**src/rtl/mem_ctrl_pkg.sv**
```systemverilog
// Shared encodings for the byte-serial memory controller: access widths,
// controller states and the default start of the IO address window.
package mem_ctrl_pkg;

    typedef enum logic [1:0] {
        W_BYTE = 2'd0,
        W_HALF = 2'd1,
        W_WORD = 2'd2,
        W_RSVD = 2'd3
    } width_e;

    typedef enum logic [1:0] {
        IDLE     = 2'd0,
        IF_READ  = 2'd1,
        LS_READ  = 2'd2,
        LS_WRITE = 2'd3
    } state_e;

    localparam logic [31:0] IO_BASE_DEFAULT = 32'h0003_0000;

    // The reserved width code 3 moves a full word.
    function automatic logic [2:0] byte_count(input logic [1:0] width);
        case (width)
            W_BYTE:  return 3'd1;
            W_HALF:  return 3'd2;
            default: return 3'd4;
        endcase
    endfunction

endpackage

```
**src/rtl/mem_ctrl_if.sv**
```systemverilog
// Bus bundle between the controller, its two requesters and the byte-wide RAM/IO port.
interface mem_ctrl_if;

    logic [7:0]  mem_din;
    logic [7:0]  mem_dout;
    logic [31:0] mem_a;
    logic        mem_wr;

    logic        if_req;
    logic [31:0] if_addr;
    logic        if_done;
    logic [31:0] if_inst;

    logic        lsb_req;
    logic        lsb_we;
    logic [1:0]  lsb_width;
    logic        lsb_signed;
    logic [31:0] lsb_addr;
    logic [31:0] lsb_wdata;
    logic        lsb_done;
    logic [31:0] lsb_rdata;

    modport slave (
        input  mem_din, if_req, if_addr,
        input  lsb_req, lsb_we, lsb_width, lsb_signed, lsb_addr, lsb_wdata,
        output mem_dout, mem_a, mem_wr, if_done, if_inst, lsb_done, lsb_rdata
    );

    modport master (
        output mem_din, if_req, if_addr,
        output lsb_req, lsb_we, lsb_width, lsb_signed, lsb_addr, lsb_wdata,
        input  mem_dout, mem_a, mem_wr, if_done, if_inst, lsb_done, lsb_rdata
    );

endinterface

```
**src/rtl/mem_ctrl_load_extend.sv**
```systemverilog
// Combinational load formatter: picks byte/half/word from four little-endian
// bytes and sign- or zero-extends the result to 32 bits.
module mem_load_extend
    import mem_ctrl_pkg::*;
(
    input  logic [3:0][7:0] bytes_in,
    input  logic [1:0]      width,
    input  logic            is_signed,
    output logic [31:0]     result
);

    logic signed [7:0]  byte_s;
    logic signed [15:0] half_s;
    logic signed [31:0] byte_ext;
    logic signed [31:0] half_ext;

    always_comb begin
        byte_s   = bytes_in[0];
        half_s   = {bytes_in[1], bytes_in[0]};
        byte_ext = byte_s;
        half_ext = half_s;
        case (width)
            W_BYTE:  result = is_signed ? byte_ext : {24'd0, bytes_in[0]};
            W_HALF:  result = is_signed ? half_ext : {16'd0, bytes_in[1], bytes_in[0]};
            default: result = bytes_in;
        endcase
    end

endmodule

```
**src/rtl/mem_ctrl.sv**
```systemverilog
// Byte-serial RAM/IO controller arbitrating the load/store buffer (priority)
// against instruction fetch, with IO store throttling on io_buffer_full.
module mem_ctrl
    import mem_ctrl_pkg::*;
#(
    parameter logic [31:0] IO_BASE = IO_BASE_DEFAULT
) (
    input  logic       clk_in,
    input  logic       rst_in,
    input  logic       rdy_in,
    input  logic       clear_flag,
    input  logic       io_buffer_full,
    mem_ctrl_if.slave  bus
);

    state_e          state_q, state_d;
    logic [2:0]      cnt_q, cnt_d;
    logic [31:0]     mem_a_q, mem_a_d;
    logic [7:0]      mem_dout_q, mem_dout_d;
    logic            mem_wr_q, mem_wr_d;
    logic            if_done_q, if_done_d;
    logic [31:0]     if_inst_q, if_inst_d;
    logic            lsb_done_q, lsb_done_d;
    logic [31:0]     lsb_rdata_q, lsb_rdata_d;

    logic [31:0]     addr_q, wdata_q;
    logic [1:0]      width_q;
    logic            signed_q, io_q;
    logic [2:0]      len_q;
    logic [3:0][7:0] buf_q;

    logic            latch_lsb, latch_if, cap_en;
    logic [2:0]      cap_idx;
    logic [3:0][7:0] asm_bytes;
    logic [31:0]     ext_data;

    // cnt_q counts edges since acceptance; byte k arrives on mem_din at edge k+2.
    assign cap_idx = cnt_q - 3'd2;

    always_comb begin
        asm_bytes = buf_q;
        if (cnt_q >= 3'd2) asm_bytes[cap_idx[1:0]] = bus.mem_din;
    end

    mem_load_extend u_load_extend (
        .bytes_in  (asm_bytes),
        .width     (width_q),
        .is_signed (signed_q),
        .result    (ext_data)
    );

    always_comb begin
        state_d     = state_q;
        cnt_d       = cnt_q;
        mem_a_d     = mem_a_q;
        mem_dout_d  = mem_dout_q;
        mem_wr_d    = mem_wr_q;
        if_done_d   = 1'b0;
        if_inst_d   = if_inst_q;
        lsb_done_d  = 1'b0;
        lsb_rdata_d = lsb_rdata_q;
        latch_lsb   = 1'b0;
        latch_if    = 1'b0;
        cap_en      = 1'b0;

        case (state_q)
            IDLE: begin
                mem_wr_d = 1'b0;
                // A done pulse in flight forces a one-cycle bubble before the next grant.
                if (!if_done_q && !lsb_done_q) begin
                    if (bus.lsb_req) begin
                        latch_lsb = 1'b1;
                        mem_a_d   = bus.lsb_addr;
                        cnt_d     = 3'd1;
                        if (bus.lsb_we) begin
                            state_d = LS_WRITE;
                            if (bus.lsb_addr >= IO_BASE && io_buffer_full) begin
                                cnt_d = 3'd0;
                            end else begin
                                mem_dout_d = bus.lsb_wdata[7:0];
                                mem_wr_d   = 1'b1;
                            end
                        end else begin
                            state_d = LS_READ;
                        end
                    end else if (bus.if_req && !clear_flag) begin
                        latch_if = 1'b1;
                        state_d  = IF_READ;
                        mem_a_d  = bus.if_addr;
                        cnt_d    = 3'd1;
                    end
                end
            end

            IF_READ, LS_READ: begin
                if (state_q == IF_READ && clear_flag) begin
                    state_d  = IDLE;
                    cnt_d    = 3'd0;
                    mem_wr_d = 1'b0;
                end else begin
                    if (cnt_q < len_q) mem_a_d = addr_q + 32'(cnt_q);
                    cap_en = (cnt_q >= 3'd2);
                    if (cnt_q == len_q + 3'd1) begin
                        state_d = IDLE;
                        cnt_d   = 3'd0;
                        if (state_q == IF_READ) begin
                            if_done_d = 1'b1;
                            if_inst_d = ext_data;
                        end else begin
                            lsb_done_d  = 1'b1;
                            lsb_rdata_d = ext_data;
                        end
                    end else begin
                        cnt_d = cnt_q + 3'd1;
                    end
                end
            end

            LS_WRITE: begin
                // Here cnt_q is the index of the next byte to issue.
                if (cnt_q == len_q) begin
                    state_d     = IDLE;
                    cnt_d       = 3'd0;
                    mem_wr_d    = 1'b0;
                    lsb_done_d  = 1'b1;
                    lsb_rdata_d = 32'd0;
                end else if (io_q && io_buffer_full) begin
                    mem_wr_d = 1'b0;
                end else begin
                    mem_a_d    = addr_q + 32'(cnt_q);
                    mem_dout_d = wdata_q[{cnt_q[1:0], 3'b000} +: 8];
                    mem_wr_d   = 1'b1;
                    cnt_d      = cnt_q + 3'd1;
                end
            end

            default: state_d = IDLE;
        endcase
    end

    always_ff @(posedge clk_in or negedge rst_in) begin
        if (!rst_in) begin
            state_q     <= IDLE;
            cnt_q       <= 3'd0;
            mem_a_q     <= 32'd0;
            mem_dout_q  <= 8'd0;
            mem_wr_q    <= 1'b0;
            if_done_q   <= 1'b0;
            if_inst_q   <= 32'd0;
            lsb_done_q  <= 1'b0;
            lsb_rdata_q <= 32'd0;
        end else if (rdy_in) begin
            state_q     <= state_d;
            cnt_q       <= cnt_d;
            mem_a_q     <= mem_a_d;
            mem_dout_q  <= mem_dout_d;
            mem_wr_q    <= mem_wr_d;
            if_done_q   <= if_done_d;
            if_inst_q   <= if_inst_d;
            lsb_done_q  <= lsb_done_d;
            lsb_rdata_q <= lsb_rdata_d;
        end
    end

    // Request fields and the byte buffer are only read after a grant reloads them.
    always_ff @(posedge clk_in) begin
        if (rdy_in) begin
            if (latch_lsb) begin
                addr_q   <= bus.lsb_addr;
                wdata_q  <= bus.lsb_wdata;
                width_q  <= bus.lsb_width;
                signed_q <= bus.lsb_signed;
                len_q    <= byte_count(bus.lsb_width);
                io_q     <= (bus.lsb_addr >= IO_BASE);
            end else if (latch_if) begin
                addr_q   <= bus.if_addr;
                wdata_q  <= 32'd0;
                width_q  <= W_WORD;
                signed_q <= 1'b0;
                len_q    <= 3'd4;
                io_q     <= 1'b0;
            end
            if (cap_en) buf_q[cap_idx[1:0]] <= bus.mem_din;
        end
    end

    assign bus.mem_a     = mem_a_q;
    assign bus.mem_dout  = mem_dout_q;
    assign bus.mem_wr    = mem_wr_q;
    assign bus.if_done   = if_done_q;
    assign bus.if_inst   = if_inst_q;
    assign bus.lsb_done  = lsb_done_q;
    assign bus.lsb_rdata = lsb_rdata_q;

endmodule
```
**src/flat_wrapper.sv**
```systemverilog
// flat-port wrapper written by rule: the top's interface ports become plain ports
module mem_ctrl_flat import mem_ctrl_pkg::*;
#(
    parameter logic [31:0] IO_BASE = IO_BASE_DEFAULT
)
  (clk_in, rst_in, rdy_in, clear_flag, io_buffer_full, bus_mem_din, bus_if_req, bus_if_addr, bus_lsb_req, bus_lsb_we, bus_lsb_width, bus_lsb_signed, bus_lsb_addr, bus_lsb_wdata, bus_mem_dout, bus_mem_a, bus_mem_wr, bus_if_done, bus_if_inst, bus_lsb_done, bus_lsb_rdata);
  mem_ctrl_if bus_i ();
  input  logic clk_in;
  input  logic rst_in;
  input  logic rdy_in;
  input  logic clear_flag;
  input  logic io_buffer_full;
  input wire logic [$bits(bus_i.mem_din)-1:0] bus_mem_din;
  input wire logic [$bits(bus_i.if_req)-1:0] bus_if_req;
  input wire logic [$bits(bus_i.if_addr)-1:0] bus_if_addr;
  input wire logic [$bits(bus_i.lsb_req)-1:0] bus_lsb_req;
  input wire logic [$bits(bus_i.lsb_we)-1:0] bus_lsb_we;
  input wire logic [$bits(bus_i.lsb_width)-1:0] bus_lsb_width;
  input wire logic [$bits(bus_i.lsb_signed)-1:0] bus_lsb_signed;
  input wire logic [$bits(bus_i.lsb_addr)-1:0] bus_lsb_addr;
  input wire logic [$bits(bus_i.lsb_wdata)-1:0] bus_lsb_wdata;
  output wire logic [$bits(bus_i.mem_dout)-1:0] bus_mem_dout;
  output wire logic [$bits(bus_i.mem_a)-1:0] bus_mem_a;
  output wire logic [$bits(bus_i.mem_wr)-1:0] bus_mem_wr;
  output wire logic [$bits(bus_i.if_done)-1:0] bus_if_done;
  output wire logic [$bits(bus_i.if_inst)-1:0] bus_if_inst;
  output wire logic [$bits(bus_i.lsb_done)-1:0] bus_lsb_done;
  output wire logic [$bits(bus_i.lsb_rdata)-1:0] bus_lsb_rdata;
  assign bus_i.mem_din = bus_mem_din;
  assign bus_i.if_req = bus_if_req;
  assign bus_i.if_addr = bus_if_addr;
  assign bus_i.lsb_req = bus_lsb_req;
  assign bus_i.lsb_we = bus_lsb_we;
  assign bus_i.lsb_width = bus_lsb_width;
  assign bus_i.lsb_signed = bus_lsb_signed;
  assign bus_i.lsb_addr = bus_lsb_addr;
  assign bus_i.lsb_wdata = bus_lsb_wdata;
  assign bus_mem_dout = bus_i.mem_dout;
  assign bus_mem_a = bus_i.mem_a;
  assign bus_mem_wr = bus_i.mem_wr;
  assign bus_if_done = bus_i.if_done;
  assign bus_if_inst = bus_i.if_inst;
  assign bus_lsb_done = bus_i.lsb_done;
  assign bus_lsb_rdata = bus_i.lsb_rdata;
  mem_ctrl #(.IO_BASE(IO_BASE)) u_core (.clk_in(clk_in), .rst_in(rst_in), .rdy_in(rdy_in), .clear_flag(clear_flag), .io_buffer_full(io_buffer_full), .bus(bus_i));
endmodule
```
**config.mk**
```make
export PLATFORM = sky130hd
export DESIGN_NAME = mem_ctrl_flat
export DESIGN_NICKNAME = d
export VERILOG_FILES = /design/src/rtl/mem_ctrl_pkg.sv /design/src/rtl/mem_ctrl_if.sv /design/src/rtl/mem_ctrl_load_extend.sv /design/src/rtl/mem_ctrl.sv /design/src/flat_wrapper.sv
export SDC_FILE = /design/constraint.sdc
export NUM_CORES = 1
export LEC_CHECK = 0
export BUFFER_PORTS_ARGS = -buffer_cell sky130_fd_sc_hd__buf_4
export CAP_MARGIN = 20
export CORE_MARGIN = 4
export CORE_UTILIZATION = 55
export CTS_CLUSTER_DIAMETER = 150
export DETAILED_ROUTE_END_ITERATION = 7
export HOLD_SLACK_MARGIN = 0.1
export PLACE_DENSITY = 0.87
export SLEW_MARGIN = 20
export SYNTH_ARGS = -nofsm -noshare
export SYNTH_HDL_FRONTEND = slang
export SYNTH_SLANG_ARGS = --single-unit
```
**constraint.sdc**
```tcl
create_clock -name clk_in -period 11.6 [get_ports clk_in]
set_input_delay 2.32 -clock clk_in [delete_from_list [all_inputs] [get_ports clk_in]]
set_output_delay 2.32 -clock clk_in [all_outputs]
set_load 0.01 [all_outputs]
```
Word level (Yosys, flattened, before mapping)
Cells that the tools add are included.
{"block": "op_classes", "n_addsub": 4, "n_lt_le_gt_ge": 5, "n_eq_ne": 22, "shift": 1, "n_mux": 83, "bitwise": 1, "reduce_logical": 25}
{"op": "$mux 32", "count": 18}
{"op": "$pmux 32 s2", "count": 2}
{"op": "$pmux 32 s3", "count": 1}
{"op": "$mux 8", "count": 7}
{"op": "$add 32x3->32", "count": 1}
{"op": "$bwmux 32", "count": 1}
{"op": "$ge 32x18->1 const B", "count": 1}
{"op": "$shiftx 32x6->8", "count": 1}
{"op": "$mux 3", "count": 10}
{"op": "$mux 1", "count": 29}
{"op": "$demux 8 s2", "count": 1}
{"op": "$mux 2", "count": 8}
{"op": "$pmux 8 s2", "count": 1}
{"op": "$ne 2x2->1 const B", "count": 7}
{"op": "$ne 2x1->1 const B", "count": 5}
{"op": "$reduce_and 5->1", "count": 2}
{"op": "$pmux 3 s3", "count": 1}
{"op": "$reduce_and 8->1", "count": 1}
{"op": "$reduce_and 7->1", "count": 1}
{"op": "$add 3x1->3 const B", "count": 2}
{"op": "$eq 2x1->1 const B", "count": 3}
{"op": "$eq 3x3->1", "count": 2}
{"op": "$logic_and 1x1->1", "count": 6}
{"op": "$logic_not 2->1", "count": 3}
{"op": "other kinds (19)", "count": 27}
{"block": "word_totals", "reg_bits": 215, "inputBits": 115, "elab_cells": 160}

Depth between registers and ports, before layout
{"block": "depth", "word_depth": 13, "mapped_depth": 11, "mapped_depth_nobuf": 8}

By module
Synthesis repeated with hierarchy kept, for this count alone.
{"block": "hier_totals", "cells_unflattened": 879, "area_unflattened_um2": 11192.0}
{"module": "mem_ctrl", "instances": 1, "cells_per_inst": 813, "area_per_inst_um2": 10806.6}
{"module": "mem_load_extend", "instances": 1, "cells_per_inst": 66, "area_per_inst_um2": 385.4}

Worst setup path before layout
No wires, ideal clock.
{"block": "synth_timing", "path_kind": "input port to flip-flop", "from": "in bus_lsb_req", "to": "reg u_core.addr_q[0], enable pin", "setup_time_ns": 0.675, "t_arrival_ns": 9.865, "path_slack_ns": 1.060, "stages": 4, "path_buffers": 2, "path_cell_list": "clkbuf_1 clkbuf_1 nor2_1 nor4_1"}
{"block": "synth_between", "elab_chain_cells": 5, "word_cells_on_any_way": 8, "classes_between": "6 x mux; 2 x reduce/logical"}
{"element": "from (decl)", "line_no": "flat_wrapper.sv:16", "rtl": "input wire logic [$bits(bus_i.lsb_req)-1:0] bus_lsb_req;"}
{"element": "$mux 1", "line_no": "mem_ctrl.sv:71", "rtl": "if (bus.lsb_req) begin"}
{"element": "$mux 1", "line_no": "mem_ctrl.sv:70", "rtl": "if (!if_done_q && !lsb_done_q) begin"}
{"element": "$mux 1", "line_no": "mem_ctrl.sv:66", "rtl": "case (state_q)"}
{"element": "$reduce_bool 2->1 (no source line) *"}
{"element": "$reduce_and 2->1 (no source line) *"}
{"element": "to (signal assigned)", "line_no": "mem_ctrl.sv:169", "rtl": "addr_q <= bus.lsb_addr;"}
{"element": "to (signal assigned)", "line_no": "mem_ctrl.sv:176", "rtl": "addr_q <= bus.if_addr;"}
{"element": "to (decl)", "line_no": "mem_ctrl.sv:26", "rtl": "logic [31:0] addr_q, wdata_q;"}
Every way passes the cells marked *; elsewhere a longest branch is shown, timed or not.
A chain may end at the register's enable or synchronous reset.

Worst setup path after layout
{"block": "layout_timing", "from": "in bus_lsb_req", "to": "reg u_core.mem_a_q[23], in the netlist u_core.bus.mem_a[23]"}
{"block": "layout_between", "elab_chain_cells": 3, "word_cells_on_any_way": 5, "classes_between": "1 x eq/ne; 3 x mux; 1 x reduce/logical"}
{"element": "$mux 32", "line_no": "mem_ctrl.sv:71"}
{"element": "$mux 32", "line_no": "mem_ctrl.sv:70"}
{"element": "$pmux 32 s3", "line_no": "mem_ctrl.sv:66"}
{"element": "to (signal assigned)", "line_no": "mem_ctrl.sv:155", "rtl": "mem_a_q <= mem_a_d;"}
{"element": "to (decl)", "line_no": "mem_ctrl.sv:18", "rtl": "logic [31:0] mem_a_q, mem_a_d;"}
Parallel ways exist; a longest one is shown, timed or not. The select of a mux whose other input is x is not followed.

==> out/summary.txt <==
Mean Syn Cell Area -> 11.6 um^2
Top delay family on crit path -> buffers and inverters
Cts hold-fix bufs -> 0
Fin cells -> 1,409
EDFF count, synth -> 103
Final nets -> 1,262
Mapped Cells -> 931
P_int -> 0.00214 W
Worst EP required -> 12.02 ns
Post-CTS setup buffers -> 0
IO buf count -> 221
Crit path DAT -> 4.31 ns
Final Hold Vio Count -> 0
Synth cell types -> 52
DP HPWL -> 19,000 um
Synth Flop Type -> dfrtp_1
Syn nets -> 1,062
Top post-synthesis cells by area -> edfxtp_1 29%, dfrtp_1 26%, mux2_2 6.7%
Setup TNS -> 0 ns
Final wirelength -> 26,900 um
Initial Util -> 56.7%
Fmax -> 0.257 GHz
First-pass GRT wire length -> 42,000 um
Core Rows -> 50
Avg WL per Cell -> 19.1 um
Worst-Margin Slew -> 1.05 ns
WP buf/inv -> 2
Clock power share -> 22.5%
Num CTS Buffers -> 24
Seq/Total Area, Yosys -> 54.7%
RD Place Congestion -> 0.895
Worst IR Drop VDD -> 0.000139 V
Startpoint types -> primary input
Hold WC Path Type -> flip-flop to flip-flop
Area share of the largest cell type after synthesis -> 28.7%
Switching pwr -> 0.00121 W
N_diodes -> 0
Root Driver -> clkbuf_16
Syn. warnings -> 0
DRC -> 0
Worst skew pair latency -> 0.52 ns
Pwr dens -> 250 nW/um^2
Area delta synth->final -> 24.2%
Yosys reg bits -> 215
Crit-path cells -> buf_4 -> nand2b_1 -> nand2_1 -> a21oi_1 -> nand3_2 -> buf_4 -> or3_1 -> o211ai_1
Via count -> 8,074
Die Y -> 148 um
Fraction of registers with async set or reset after synthesis -> 52.1%
Minimum clock period -> 3.89 ns
Crit path max fanout -> 64
Largest area contributor in the netlist -> edfxtp_1
Clock sinks -> 215
Global-route usage over all layers -> 23.8%
Post_cts resized -> 0
DRT iter0 DRCs -> 658
Post-Synthesis Cell Area -> 10,800 um^2
Clk slew on worst S/H paths -> 0.06 ns
Status -> complete, no violations
Pre-Repair DR Iteration Count -> 5
Antenna Nets Post-Route -> 0
CP max-delay cell -> buf_4
Logic pwr share -> 40.3%
Total grt overflow -> 0
Setup crit end kind -> flip-flop
Seq pwr share -> 37.2%
Core ar. -> 19,000 um^2
Slew Limit Fails -> 0
Worst Skew -> 0.0239 ns
Sw Share -> 36.1%
CTS tree -> built
Htree depth -> 1
Die Width -> 148 um
Ports -> 222
Largest net degree at the start of global routing -> 65
Slowest stage delay, CP -> 0.50 ns
DP Cell Count -> 1,365
Most frequent cell on the critical path -> buf_4
Layout cells sized above 1 -> 31.6%
Number of max-cap violations -> 0
RSZ-0062 raised after global routing -> false
Fin crit share -> 33.5%
Slew headroom -> 29.8%
Critical path class -> primary input to flip-flop
Initial antenna violation count -> 0
Clk buf depth -> 3
Vias/cell -> 5.73
Number of global-route vias before repair -> 7,985
Lkg Pwr -> 5.83 nW
Die area -> 21,900 um^2
Final setup viols -> 0
==> state kept, by name (all words and copies together) (netlist names) <==
register	count
u_core.width_q	2
u_core.bus.mem_wr	1
u_core.bus.if_inst	32
u_core.bus.mem_dout	8
u_core.bus.lsb_done	1
u_core.signed_q	1
u_core.bus.if_done	1
u_core.bus.mem_a	32
u_core.bus.lsb_rdata	32
u_core.state_q	2
u_core.addr_q	32
u_core.cnt_q	3
u_core.buf_q	32
u_core.wdata_q	32
u_core.io_q	1
u_core.len_q	3
==> power groups by stage <==
stage,sequential (W),combinational (W),clock [W]
after floorplan,0.00129,0.000800,0
after global placement,0.00125,0.00130,0
after detailed placement,0.00125,0.00135,0
after CTS,0.00124,0.00135,0.000763
after global routing,0.00127,0.00147,0.000797
final,0.00124,0.00135,0.000754
==> final cells by class <==
| type | count | area, um^2 |
|---|---|---|
| sequential | 215 | 5900 |
| clock inverter | 14 | 92.6 |
| timing repair buffer | 231 | 1730 |
| clock buffer | 30 | 706 |
| inverter | 28 | 105 |
| fill | 1334 | 5630 |
| tap | 260 | 325 |
| multi-input combinational | 631 | 4530 |
==> metrics by stage <==
stage	utilization, %	hold WS [ns]	worst slack (ns)	area (um^2)	power [W]
floorplan	-	0.516	1.06	10800	0.00209
global placement	66.2	0.463	7.25	12600	0.00255
detailed placement	66.2	0.473	7.19	12600	0.00260
CTS	70.4	0.487	7.40	13400	0.00336
global route	70.4	0.524	7.57	13400	0.00354
finish	70.4	0.485	7.71	13400	0.00335
==> synthesized netlist by cell type (4+ instances only) <==
cell type and instances:
a21o_1 6, nand4_1 13, o21ai_0 76, nand3_1 15
xnor2_1 16, dfrtp_1 112, mux4_2 8, a22o_1 30
edfxtp_1 103, nand2b_1 20, nor3_1 8, nor4_1 12
buf_1 7, mux2i_1 68, o221ai_1 4, a31oi_1 18
mux2_2 64, nand2_1 115, nor2_1 36, buf_2 11
ha_1 15, nor2b_1 4, inv_1 28, a21oi_1 17
and2_1 35, clkbuf_1 35, xor2_1 10, o31a_1 5
==> cell usage in the layout, fill, tap and decap left out, types with 4 or more instances in the layout <==
cell,n
clkbuf_16,26
edfxtp_1,103
mux4_2,8
nand4_1,13
clkinv_2,6
a21oi_1,17
nand2_1,115
a22o_1,30
nor4_1,10
clkbuf_8,4
dfrtp_1,112
inv_1,28
o31a_1,4
mux2i_1,68
ha_1,14
and2_1,35
xnor2_1,16
nor2b_1,4
mux2_2,64
o221ai_1,4
a31oi_1,18
nand3_1,14
xor2_1,10
buf_4,231
nor2_1,36
a21o_1,6
nand2b_1,20
nor3_1,7
o21ai_0,76
==> worst min-delay path: cells and delay by family, from the launching register on <==
kind	cells	cell delay, ns
flops	1	0.34
compound gates	1	0.06
simple gates	1	0.05
==> final timing paths <==
path	start	to	slack, ns	cells past startpoint
hold / removal	u_core.bus.mem_dout[5]	u_core.bus.mem_dout[5]	0.48	2
setup reg to reg	u_core.cnt_q[0]	u_core.bus.lsb_rdata[21]	7.85	7
min in group asynchronous	rst_in	u_core.bus.lsb_rdata[26]	1.85	1
hold reg to reg	u_core.bus.mem_dout[5]	u_core.bus.mem_dout[5]	0.48	2
setup / recovery	bus_lsb_req	u_core.bus.mem_a[23]	7.71	8
max in group asynchronous	rst_in	u_core.bus.mem_a[28]	8.53	2
==> kinds of logic (layout without fill, tap and decap cells) <==
group	Yosys count	in the layout	share of synthesized area, %
simple gates	278	278	12.6
xor+xnor	27	27	2.34
compound gates	170	170	10.2
fa+ha+maj	16	16	1.93
flops	215	215	54.7
mux	140	140	14.7
buf+inv	85	303	3.61
==> metal layers <==
layer  routed length [um]  vias to the layer above  GRT usage, %
li1                     -                     3773             -
met3                 2060                       62          5.21
met1                11000                     3910          32.2
met5                    0                        -             0
met4                  993                        0          8.73
met2                12800                      329          38.3
Note: power is estimated with default switching activity, not from simulation.
